===== src/rtl/mips.sv =====
// Five-stage MIPS-subset pipeline (F/D/E/M/W) with forwarding and interlocks,
// plus a minimal CP0 supporting a single external interrupt and eret.
module mips (
   input  logic        clk,
   input  logic        reset,
   input  logic        interrupt,
   output logic [31:0] macroscopic_pc,
   output logic [31:0] i_inst_addr,
   input  logic [31:0] i_inst_rdata,
   output logic [31:0] m_data_addr,
   input  logic [31:0] m_data_rdata,
   output logic [31:0] m_data_wdata,
   output logic [3:0]  m_data_byteen,
   output logic [31:0] m_inst_addr,
   output logic        w_grf_we,
   output logic [4:0]  w_grf_addr,
   output logic [31:0] w_grf_wdata,
   output logic [31:0] w_inst_addr
);
   localparam logic [31:0] RESET_PC = 32'h0000_3000;
   localparam logic [31:0] EXC_VEC  = 32'h0000_4180;
   localparam logic [31:0] SR_MASK  = 32'h0000_FC03;

   typedef enum logic [1:0] {SRC_ALU, SRC_MEM, SRC_CP0, SRC_LINK} src_e;
   typedef struct packed {
      logic [4:0] dst;
      src_e       src;
      logic       rs_d, rt_d, rs_e, rt_e;
      logic       brj, sw, mtc0, eret;
   } dec_t;

   // rs_d/rt_d: operand needed in D; rs_e/rt_e: operand needed from E onward
   function automatic dec_t decode(input logic [31:0] ir);
      dec_t d;
      d = '0;
      d.src = SRC_ALU;
      case (ir[31:26])
         6'h00: begin
            case (ir[5:0])
               6'h21, 6'h23, 6'h24, 6'h25, 6'h2a: begin
                  d.dst = ir[15:11]; d.rs_e = 1'b1; d.rt_e = 1'b1;
               end
               6'h08: begin d.rs_d = 1'b1; d.brj = 1'b1; end
               default: ;
            endcase
         end
         6'h09, 6'h0d: begin d.dst = ir[20:16]; d.rs_e = 1'b1; end
         6'h0f: d.dst = ir[20:16];
         6'h23: begin d.dst = ir[20:16]; d.rs_e = 1'b1; d.src = SRC_MEM; end
         6'h2b: begin d.rs_e = 1'b1; d.rt_e = 1'b1; d.sw = 1'b1; end
         6'h04, 6'h05: begin d.rs_d = 1'b1; d.rt_d = 1'b1; d.brj = 1'b1; end
         6'h02: d.brj = 1'b1;
         6'h03: begin d.dst = 5'd31; d.src = SRC_LINK; d.brj = 1'b1; end
         6'h10: begin
            if (ir[25:21] == 5'h00) begin d.dst = ir[20:16]; d.src = SRC_CP0; end
            else if (ir[25:21] == 5'h04) begin d.rt_e = 1'b1; d.mtc0 = 1'b1; end
            else if (ir == 32'h4200_0018) d.eret = 1'b1;
         end
         default: ;
      endcase
      return d;
   endfunction

   function automatic logic dep(input logic use_r, input logic [4:0] r, input logic [4:0] dst);
      return use_r && (r != 5'd0) && (r == dst);
   endfunction

   logic [31:0]      pc_q, d_ir_q, d_pc_q, e_ir_q, e_pc_q, m_ir_q, m_pc_q, m_res_q, m_rt_q;
   logic             d_bd_q, e_bd_q, m_bd_q;
   logic [1:0][31:0] e_v_q;
   logic             w_we_q;
   logic [4:0]       w_dst_q;
   logic [31:0]      w_data_q, w_pc_q;
   logic [31:0]      rf_q [32];
   logic [31:0]      sr_q, epc_q;
   logic             bd_q, ip_q;
   logic [4:0]       exc_q;

   dec_t dd, de, dm;
   assign dd = decode(d_ir_q);
   assign de = decode(e_ir_q);
   assign dm = decode(m_ir_q);

   logic e_late, m_late, irq, stall;
   assign e_late = (de.src == SRC_MEM) || (de.src == SRC_CP0);
   assign m_late = (dm.src == SRC_MEM) || (dm.src == SRC_CP0);
   assign irq    = interrupt & sr_q[10] & sr_q[0] & ~sr_q[1];

   // D-stage operand read: E (link only) > M (ALU/link) > W > GRF
   logic [1:0][4:0]  d_r, e_r;
   logic [1:0][31:0] d_val, e_fv;
   assign d_r = {d_ir_q[20:16], d_ir_q[25:21]};
   assign e_r = {e_ir_q[20:16], e_ir_q[25:21]};

   always_comb begin
      for (int i = 0; i < 2; i++) begin
         if (d_r[i] == 5'd0)                              d_val[i] = '0;
         else if (de.dst == d_r[i] && de.src == SRC_LINK) d_val[i] = e_pc_q + 32'd8;
         else if (dm.dst == d_r[i] && !m_late)            d_val[i] = m_res_q;
         else if (w_we_q && w_dst_q == d_r[i])            d_val[i] = w_data_q;
         else                                             d_val[i] = rf_q[d_r[i]];
      end
   end

   always_comb begin
      for (int i = 0; i < 2; i++) begin
         if (e_r[i] == 5'd0)                        e_fv[i] = '0;
         else if (dm.dst == e_r[i] && !m_late)      e_fv[i] = m_res_q;
         else if (w_we_q && w_dst_q == e_r[i])      e_fv[i] = w_data_q;
         else                                       e_fv[i] = e_v_q[i];
      end
   end

   assign stall = (dep(dd.rs_d, d_r[0], de.dst) && de.src != SRC_LINK)
               || (dep(dd.rt_d, d_r[1], de.dst) && de.src != SRC_LINK)
               || (dep(dd.rs_d, d_r[0], dm.dst) && m_late)
               || (dep(dd.rt_d, d_r[1], dm.dst) && m_late)
               || (dep(dd.rs_e, d_r[0], de.dst) && e_late)
               || (dep(dd.rt_e, d_r[1], de.dst) && e_late);

   // E-stage ALU
   logic [31:0] e_imm, e_res;
   assign e_imm = {{16{e_ir_q[15]}}, e_ir_q[15:0]};
   always_comb begin
      e_res = e_fv[0] + e_imm;
      case (e_ir_q[31:26])
         6'h00: begin
            case (e_ir_q[5:0])
               6'h21:   e_res = e_fv[0] + e_fv[1];
               6'h23:   e_res = e_fv[0] - e_fv[1];
               6'h24:   e_res = e_fv[0] & e_fv[1];
               6'h25:   e_res = e_fv[0] | e_fv[1];
               6'h2a:   e_res = {31'd0, $signed(e_fv[0]) < $signed(e_fv[1])};
               default: ;
            endcase
         end
         6'h0d:   e_res = e_fv[0] | {16'd0, e_ir_q[15:0]};
         6'h0f:   e_res = {e_ir_q[15:0], 16'd0};
         6'h03:   e_res = e_pc_q + 32'd8;
         default: ;
      endcase
   end

   // M stage: store data, CP0 read, writeback value
   logic [31:0] m_wd, cp0_rd, m_val, epc_fwd;
   assign m_wd = (w_we_q && w_dst_q == m_ir_q[20:16]) ? w_data_q : m_rt_q;
   always_comb begin
      case (m_ir_q[15:11])
         5'd12:   cp0_rd = sr_q;
         5'd13:   cp0_rd = {bd_q, 20'd0, ip_q, 3'd0, exc_q, 2'd0};
         5'd14:   cp0_rd = epc_q;
         default: cp0_rd = '0;
      endcase
   end
   assign m_val = (dm.src == SRC_MEM) ? m_data_rdata :
                  (dm.src == SRC_CP0) ? cp0_rd : m_res_q;

   // eret sees an EPC write that is still in flight ahead of it
   assign epc_fwd = (de.mtc0 && e_ir_q[15:11] == 5'd14) ? e_fv[1] :
                    (dm.mtc0 && m_ir_q[15:11] == 5'd14) ? m_wd : epc_q;

   logic [31:0] d_imm, npc;
   logic        taken;
   assign d_imm = {{16{d_ir_q[15]}}, d_ir_q[15:0]};
   assign taken = (d_ir_q[31:26] == 6'h04 && d_val[0] == d_val[1])
               || (d_ir_q[31:26] == 6'h05 && d_val[0] != d_val[1]);
   always_comb begin
      npc = pc_q + 32'd4;
      if (dd.eret)                                              npc = epc_fwd;
      else if (taken)                                           npc = d_pc_q + 32'd4 + {d_imm[29:0], 2'b00};
      else if (d_ir_q[31:26] == 6'h02 || d_ir_q[31:26] == 6'h03) npc = {d_pc_q[31:28], d_ir_q[25:0], 2'b00};
      else if (dd.brj && d_ir_q[31:26] == 6'h00)                npc = d_val[0];
   end

   always_ff @(posedge clk) begin
      if (reset || irq) begin
         pc_q   <= reset ? RESET_PC : EXC_VEC;
         d_ir_q <= '0; d_pc_q <= reset ? '0 : EXC_VEC; d_bd_q <= 1'b0;
         e_ir_q <= '0; e_pc_q <= reset ? '0 : EXC_VEC; e_bd_q <= 1'b0; e_v_q <= '0;
         m_ir_q <= '0; m_pc_q <= reset ? '0 : EXC_VEC; m_bd_q <= 1'b0;
         m_res_q <= '0; m_rt_q <= '0;
         w_we_q <= 1'b0; w_dst_q <= '0; w_data_q <= '0; w_pc_q <= reset ? '0 : EXC_VEC;
      end else begin
         w_we_q   <= dm.dst != 5'd0;
         w_dst_q  <= dm.dst;
         w_data_q <= m_val;
         w_pc_q   <= m_pc_q;
         m_ir_q   <= e_ir_q; m_pc_q <= e_pc_q; m_bd_q <= e_bd_q;
         m_res_q  <= e_res;  m_rt_q <= e_fv[1];
         if (stall) begin
            e_ir_q <= '0; e_pc_q <= d_pc_q; e_bd_q <= d_bd_q; e_v_q <= '0;
         end else begin
            e_ir_q <= d_ir_q; e_pc_q <= d_pc_q; e_bd_q <= d_bd_q; e_v_q <= d_val;
            pc_q   <= npc;
            if (dd.eret) begin
               d_ir_q <= '0; d_pc_q <= npc; d_bd_q <= 1'b0;
            end else begin
               d_ir_q <= i_inst_rdata; d_pc_q <= pc_q; d_bd_q <= dd.brj;
            end
         end
      end
   end

   always_ff @(posedge clk) begin
      if (reset) begin
         for (int i = 0; i < 32; i++) rf_q[i] <= '0;
      end else if (w_we_q) begin
         rf_q[w_dst_q] <= w_data_q;
      end
   end

   always_ff @(posedge clk) begin
      if (reset) begin
         sr_q <= '0; epc_q <= '0; bd_q <= 1'b0; exc_q <= '0; ip_q <= 1'b0;
      end else begin
         ip_q <= interrupt;
         if (irq) begin
            epc_q   <= m_bd_q ? m_pc_q - 32'd4 : m_pc_q;
            bd_q    <= m_bd_q;
            exc_q   <= '0;
            sr_q[1] <= 1'b1;
         end else begin
            if (dm.mtc0 && m_ir_q[15:11] == 5'd12) sr_q  <= m_wd & SR_MASK;
            if (dm.mtc0 && m_ir_q[15:11] == 5'd14) epc_q <= m_wd;
            if (dm.eret) sr_q[1] <= 1'b0;
         end
      end
   end

   assign i_inst_addr    = pc_q;
   assign macroscopic_pc = m_pc_q;
   assign m_inst_addr    = m_pc_q;
   assign m_data_addr    = m_res_q;
   assign m_data_wdata   = m_wd;
   assign m_data_byteen  = (dm.sw && !irq) ? 4'hf : 4'h0;
   assign w_grf_we       = w_we_q;
   assign w_grf_addr     = w_dst_q;
   assign w_grf_wdata    = w_data_q;
   assign w_inst_addr    = w_pc_q;
endmodule


===== config.mk =====
export PLATFORM = sky130hd
export DESIGN_NAME = mips
export DESIGN_NICKNAME = d
export VERILOG_FILES = /design/src/rtl/mips.sv
export SDC_FILE = /design/constraint.sdc
export NUM_CORES = 2
export LEC_CHECK = 0
export ABC_AREA = 0
export BUFFER_PORTS_ARGS = -buffer_cell sky130_fd_sc_hd__clkbuf_2
export CAP_MARGIN = 20
export CORE_UTILIZATION = 60
export CTS_BUF_LIST = sky130_fd_sc_hd__clkbuf_4 sky130_fd_sc_hd__clkbuf_8
export DETAILED_ROUTE_END_ITERATION = 8
export PLACE_DENSITY = 0.85
export SLEW_MARGIN = 30
export SYNTH_ARGS = -nofsm -noshare
export SYNTH_HDL_FRONTEND = slang
export SYNTH_SLANG_ARGS = --single-unit

===== constraint.sdc =====
create_clock -name clk -period 16.2 [get_ports clk]
set_input_delay 1.62 -clock clk [delete_from_list [all_inputs] [get_ports clk]]
set_output_delay 1.62 -clock clk [all_outputs]
set_load 0.05 [all_outputs]

**After elaboration in Yosys (flattened, before gate mapping)**

Memory sizes are Yosys's and may differ from the RTL's. A register that Yosys moved wholly into a read port is not among the register bits.
Index checks and enable logic that the tools add are counted.

- RAM bits: 1024
- Input port bits: 67
- Output and inout port bits: 234
- Memories kept: 1
- Word-level logic and storage cells: 270
- Register bits: 467

Memories:

| name | depth | bits a word | read ports | clocked after memory_dff | wr ports | RTL line | text |
|---|---|---|---|---|---|---|---|
| rf_q | 32 | 32 | 2 | 2 | 32 | 74 | `logic [31:0] rf_q [32];` |

- Mux-type cells: 88
- Magnitude comparators: 1
- Reduce and logical (&&, ||, !) cells: 69
- Equal/unequal tests: 72
- Bitwise logic cells: 8
- Add/subtract/negate cells: 8

Operators by type and width:

| kind | count |
|---|---|
| 32-bit 2-to-1 mux | 35 |
| 32-bit one-hot mux with 5 select lines | 1 |
| 32-bit one-hot mux with 4 select lines | 1 |
| 6-bit == test (second input constant) | 20 |
| 32-bit adder | 3 |
| 32-bit by 31-bit == test with 1-bit output (second input constant) | 3 |
| 32-bit one-hot mux with 3 select lines | 1 |
| 5-bit == test | 15 |
| 32-bit by 3-bit adder with 32-bit output (second input constant) | 2 |
| 6-bit by 4-bit == test with 1-bit output (second input constant) | 9 |
| 5-bit one-hot mux with 4 select lines | 2 |
| 5-bit 2-to-1 mux | 7 |
| 1-bit logical AND | 34 |
| 32-bit by 4-bit adder with 32-bit output (second input constant) | 1 |
| 32-bit AND | 1 |
| 32-bit == test | 1 |
| 32-bit < comparator | 1 |
| 32-bit inequality test | 1 |
| 32-bit by 16-bit OR with 32-bit output | 1 |
| 32-bit OR | 1 |
| 32-bit OR reduction | 1 |
| 32-bit by 3-bit subtractor with 32-bit output (second input constant) | 1 |
| 32-bit subtractor | 1 |
| 15-bit 2-to-1 mux | 2 |
| other kinds (28) | 101 |

**Depth between registers and ports, before layout**

- Depth in word-level cells: 18
- Gate-level depth with buffers: 32
- Depth with buffers taken out: 28

**Least setup slack after synthesis**

OpenSTA, ideal clock, no wires.

- Path kind: register to register
- Start: register w_dst_q[1], in the netlist w_grf_addr[1]
- End: register m_res_q[30], in the netlist m_data_addr[30]
- Path buffers: 5
- Period minus slack after synthesis: 7.341 ns
- Setup slack: 8.859 ns
- Arrival time: 7.246 ns
- Cell stages (with the launch flop): 30
- Library setup time: 0.095 ns
- Data required time: 16.105 ns
- Cell sequence: dfxtp_1 clkbuf_1 xor2_1 nor4_1 and3_1 clkbuf_1 buf_1 clkbuf_1 buf_1 mux2i_1 nand2_1 o211ai_1 inv_1 ha_1 fa_1 a21o_1 a21oi_1 o21bai_1 a2111o_1 a21oi_1 o31a_1 o21a_1 a211oi_1 nor3_1 o31ai_1 and2_1 a221oi_1 xor2_1 a211o_1 a221oi_1

- Cells in the longest elaborated chain, start to end: 8
- Elaborated cells on any way between the ends: 18
- Classes of those cells: add/sub: 3; eq/ne: 2; mux: 8; bitwise: 3; reduce/logical: 2

RTL lines:

| item | RTL line | text |
|---|---|---|
| start, declared | 72 | `logic [4:0] w_dst_q;` |
| start signal, assigned | 185 | `w_dst_q <= dm.dst;` |
| 5-bit == test | 109 | `else if (w_we_q && w_dst_q == e_r[i]) e_fv[i] = w_data_q;` |
| 1-bit logical AND | 109 |  |
| 32-bit 2-to-1 mux | 109 |  |
| 32-bit 2-to-1 mux | 108 | `else if (dm.dst == e_r[i] && !m_late) e_fv[i] = m_res_q;` |
| 32-bit 2-to-1 mux | 107 | `if (e_r[i] == 5'd0) e_fv[i] = '0;` |
| 32-bit adder (tied with other cells) | 125 | `e_res = e_fv[0] + e_imm;` |
| 32-bit one-hot mux with 5 select lines | 128 | `case (e_ir_q[5:0])` |
| 32-bit one-hot mux with 4 select lines (*) | 126 | `case (e_ir_q[31:26])` |
| end signal, assigned | 189 | `m_res_q <= e_res; m_rt_q <= e_fv[1];` |
| end, declared | 68 | `logic [31:0] pc_q, d_ir_q, d_pc_q, e_ir_q, e_pc_q, m_ir_q, m_pc_q, m_res_q, m_rt_q;` |

Mark *: on every way between the ends. The rest lies on a longest branch, timed or not.
A chain may end at the register's enable or synchronous reset.

**Worst setup path after layout**

- Start: register m_ir_q[31]
- End: register m_res_q[31], in the netlist m_data_addr[31]

- Cells in the longest elaborated chain, start to end: 11
- Elaborated cells on any way between the ends: 30
- Classes of those cells: add/sub: 3; eq/ne: 10; mux: 8; bitwise: 3; reduce/logical: 6

RTL lines:

| item | RTL line | text |
|---|---|---|
| start, declared | 68 |  |
| start signal, assigned | 188 | `m_ir_q <= e_ir_q; m_pc_q <= e_pc_q; m_bd_q <= e_bd_q;` |
| parallel branches: the longest is 10 deep, another holds 32-bit adder | - |  |
| 32-bit one-hot mux with 4 select lines (*) | 126 |  |

Every way passes the cells marked *.

==> out/results.ini <==
[run_status]
run_status=finished, final reports clean

[detailed_routing]
drt_wl_total_um=367800
ant_nets=0
drt-pass1-iter-count=6
highest_layer=met5
wl_met1_um=125000
via_count=71600
wl_met3_um=63130
drc_errors=0
vias_per_cell=7.465
drt-initial-drc-count=13440
wl_per_cell_um=38.35
route.met2.wl_um=153900

[logic_synthesis]
yosys-top-cells-count=1139 x and2_1, 1088 x edfxtp_1, 640 x mux4_2
synth-main-ff-cell=edfxtp_1
ys_seq_area_share_pct=46.83
synthMuxAreaShare_pct=19.14
yosys.area_share.adder_pct=3.152
synth_top_family_by_area=multiplexers
syn_area_sq_um=87420
synth_nets=7689
ys_types=92
synth-simple-area-share_pct=16.15
async_flop_share_pct=0
synthXorXnorAreaFrac_pct=2.384
synth_area_leader_cell=edfxtp_1
synth_warnings=0
ys_ff_latch=1501
synth-compound-area-share_pct=8.386
synth_most_common_cell=and2_1
synth_edf_count=1088
avgSynthCellArea_sq_um=11.81
synth.area.top_cells=edfxtp_1 37%, mux4_2 16%, dfxtp_1 9.5%
synthCells=7405
synth_top_area_share_pct=37.37

[global_route]
grt_usage_pct=49.44
overflow=0
grt_start_max_net_pins=108
antenna_found_initial=42
grt_pass1_vias=69030
grt_pass1_wl_um=510300

[sta]
tightest_slew_ps=1105
slew_headroom_pct=26.05
setup_viol=0
slew_violations=0
fmaxAchievable_ghz=0.1062
post-route-period-util_pct=58.12
hold_viol=0
rsz0062_at_grt=false
fin_skew_ps=126.9
period_needed_ps=9415
fin_tns_setup_ps=0

[cells_and_area]
drive_gt1_share_pct=23.57
stdcell_count=9591
area_growth_syn_to_layout_pct=9.624
multiInputGateArea_sq_um=43450
final_util_pct=66.55
fillerInstances=10030
finalNetCount=7782
reg.largest.list=rf_q x1024, e_v_q x64
largest_register_ffs=1024
regMostFlops=rf_q
ff_latch_area_sq_um=40980

[placement]
hpwlAfterDp_um=248600
place_congestion=1.095
place_inst=9122
portBuffers=300

[setup_path]
path_max_fanout=34
cp.arrival_ps=10260
critPathCaptureType=flop
crit_type=flop to flop
worstPathRequired_ps=17050
r2r_start=m_ir_q[31]$_SDFF_PN0_
start_kind=flop
rrSetupSlack_ps=6790
startpoint=m_ir_q[31]$_SDFF_PN0_

[run]
cap_viol_max_count=0

[clock_tree]
clock_sinks=1501
clk_pin_slew_ps=70
clock-root-buffer=clkbuf_8
worst_skew_pair.late_latency_ps=1090
cts_made_buffers=276
cts.path.max_buffers=4
ctsHoldBuffers=0
cts_setup_buffers=0
htreeDepth=5
cts_tree=built
cts_resized=0

[die]
placeableCoreArea_sq_um=144000
dieHeight_um=383.7
start_util_pct=60.71
fp-row-count=139
die-area_sq_um=147200
die-width_um=383.7
ios=301

[worst_hold_path]
hp-start=e_bd_q$_SDFF_PN0_
hold_class=flop to flop

[pwr]
p_int_mw=6.858
sw_frac_of_total_pct=32.02
powerDensity_nw_per_um2=105.3
comb_power_share_pct=20.2
p_switching_mw=3.231
p_clk_share_pct=35.4
worst_ir_drop_vdd_uv=108.4
p_seq_share_pct=44.5
leakage_nw=36.65

-- kinds of logic after synthesis --
| family | count (synthesis) |
|---|---|
| and+or+nand+nor | 2579 |
| DFF | 1501 |
| AOI/OAI and AO/OA | 1146 |
| muxes | 866 |
| buffers and inverters | 857 |
| xor gates and xnor gates | 238 |
| adders and majority gates | 218 |
-- power groups by stage --
| stage | sequential (mW) | clock (mW) | combinational (mW) |
|---|---|---|---|
| floorplan | 4.50 | 0 | 1.16 |
| finish | 4.49 | 3.57 | 2.03 |
| global route | 4.49 | 3.70 | 2.08 |
| detailed placement | 4.54 | 0 | 1.94 |
| global placement | 4.53 | 0 | 1.92 |
| CTS | 4.47 | 3.54 | 1.95 |
-- routing by layer --
| metal | track usage [%] | up-vias |
|---|---|---|
| li1 | - | 27680 |
| met1 | 64.40 | 34630 |
| met2 | 69.47 | 7612 |
| met3 | 20.59 | 1640 |
| met4 | 28.18 | 42 |
| met5 | 0 | - |
-- final timing paths --
kind / endpoint / cells after the start
worst max-delay path: m_data_addr[31]$_SDFF_PN0_ / 26
worst min-delay path: m_bd_q$_SDFF_PN0_ / 1
worst max register to register: m_data_addr[31]$_SDFF_PN0_ / 26
worst min register to register: m_bd_q$_SDFF_PN0_ / 1
-- final cells by class --
class                      instances  share of cell area, %
tap                             1903                  2.485
multi-input combinational       5047                  45.34
timing repair buffer             523                  3.431
antenna                           17                0.04439
inverter                         149                 0.5836
clock inverter                    61                 0.3525
clock buffer                     390                  5.001
sequential                      1501                  42.76
-- through the flow --
stage	total power [mW]	setup WS, ps	cell area, sq um	hold WS [ps]
2_1_floorplan	5.659	8859	87420	405.7
3_3_place_gp	6.445	6720	90460	426.2
3_5_place_dp	6.483	7077	90620	429.5
4_1_cts	9.953	6990	95750	451.3
5_1_grt	10.26	6250	95800	469.8
6_report	10.09	6785	95830	449.4
-- cells in the final DEF (no fill, tap or decap), types with 43 or more instances in the layout --
master	netlist	layout
a211oi_1	113	107
a21oi_1	405	405
a221oi_1	49	49
a31oi_1	55	55
and2_1	1139	1138
and3_1	113	107
buf_4	40	213
clkbuf_2	0	299
clkbuf_4	0	92
clkbuf_8	0	298
dfxtp_1	413	397
edfxtp_1	1088	1088
ha_1	213	212
inv_1	147	146
mux2_2	45	45
mux2i_1	180	180
mux4_2	640	640
nand2_1	255	249
nand3_1	97	97
nor2_1	520	485
nor2b_1	43	43
nor3_1	126	121
o211ai_1	47	47
o21ai_0	190	187
or2_2	52	53
xnor2_1	122	121
xor2_1	116	116
-- critical path: stages (launching register included) --
cell       delay (ps)
dfxtp_1           350
nor4_1            430
nand3b_1          250
o32ai_2           390
a221o_1           400
xor2_1            110
nor4_1            750
nand2_2           660
buf_4             520
o211ai_1          450
inv_1             250
ha_1              270
a21oi_1           180
o21bai_1          130
a21oi_1           250
nor3b_1           700
o311ai_0          380
o211ai_1          390
o21ai_0           200
and2_1            230
a2111o_1          410
nand4_1           130
a31oi_1           150
o311ai_0          450
xor2_1            300
a21oi_1           120
a2111oi_0         320
Note: power is estimated with default switching activity, not from simulation.
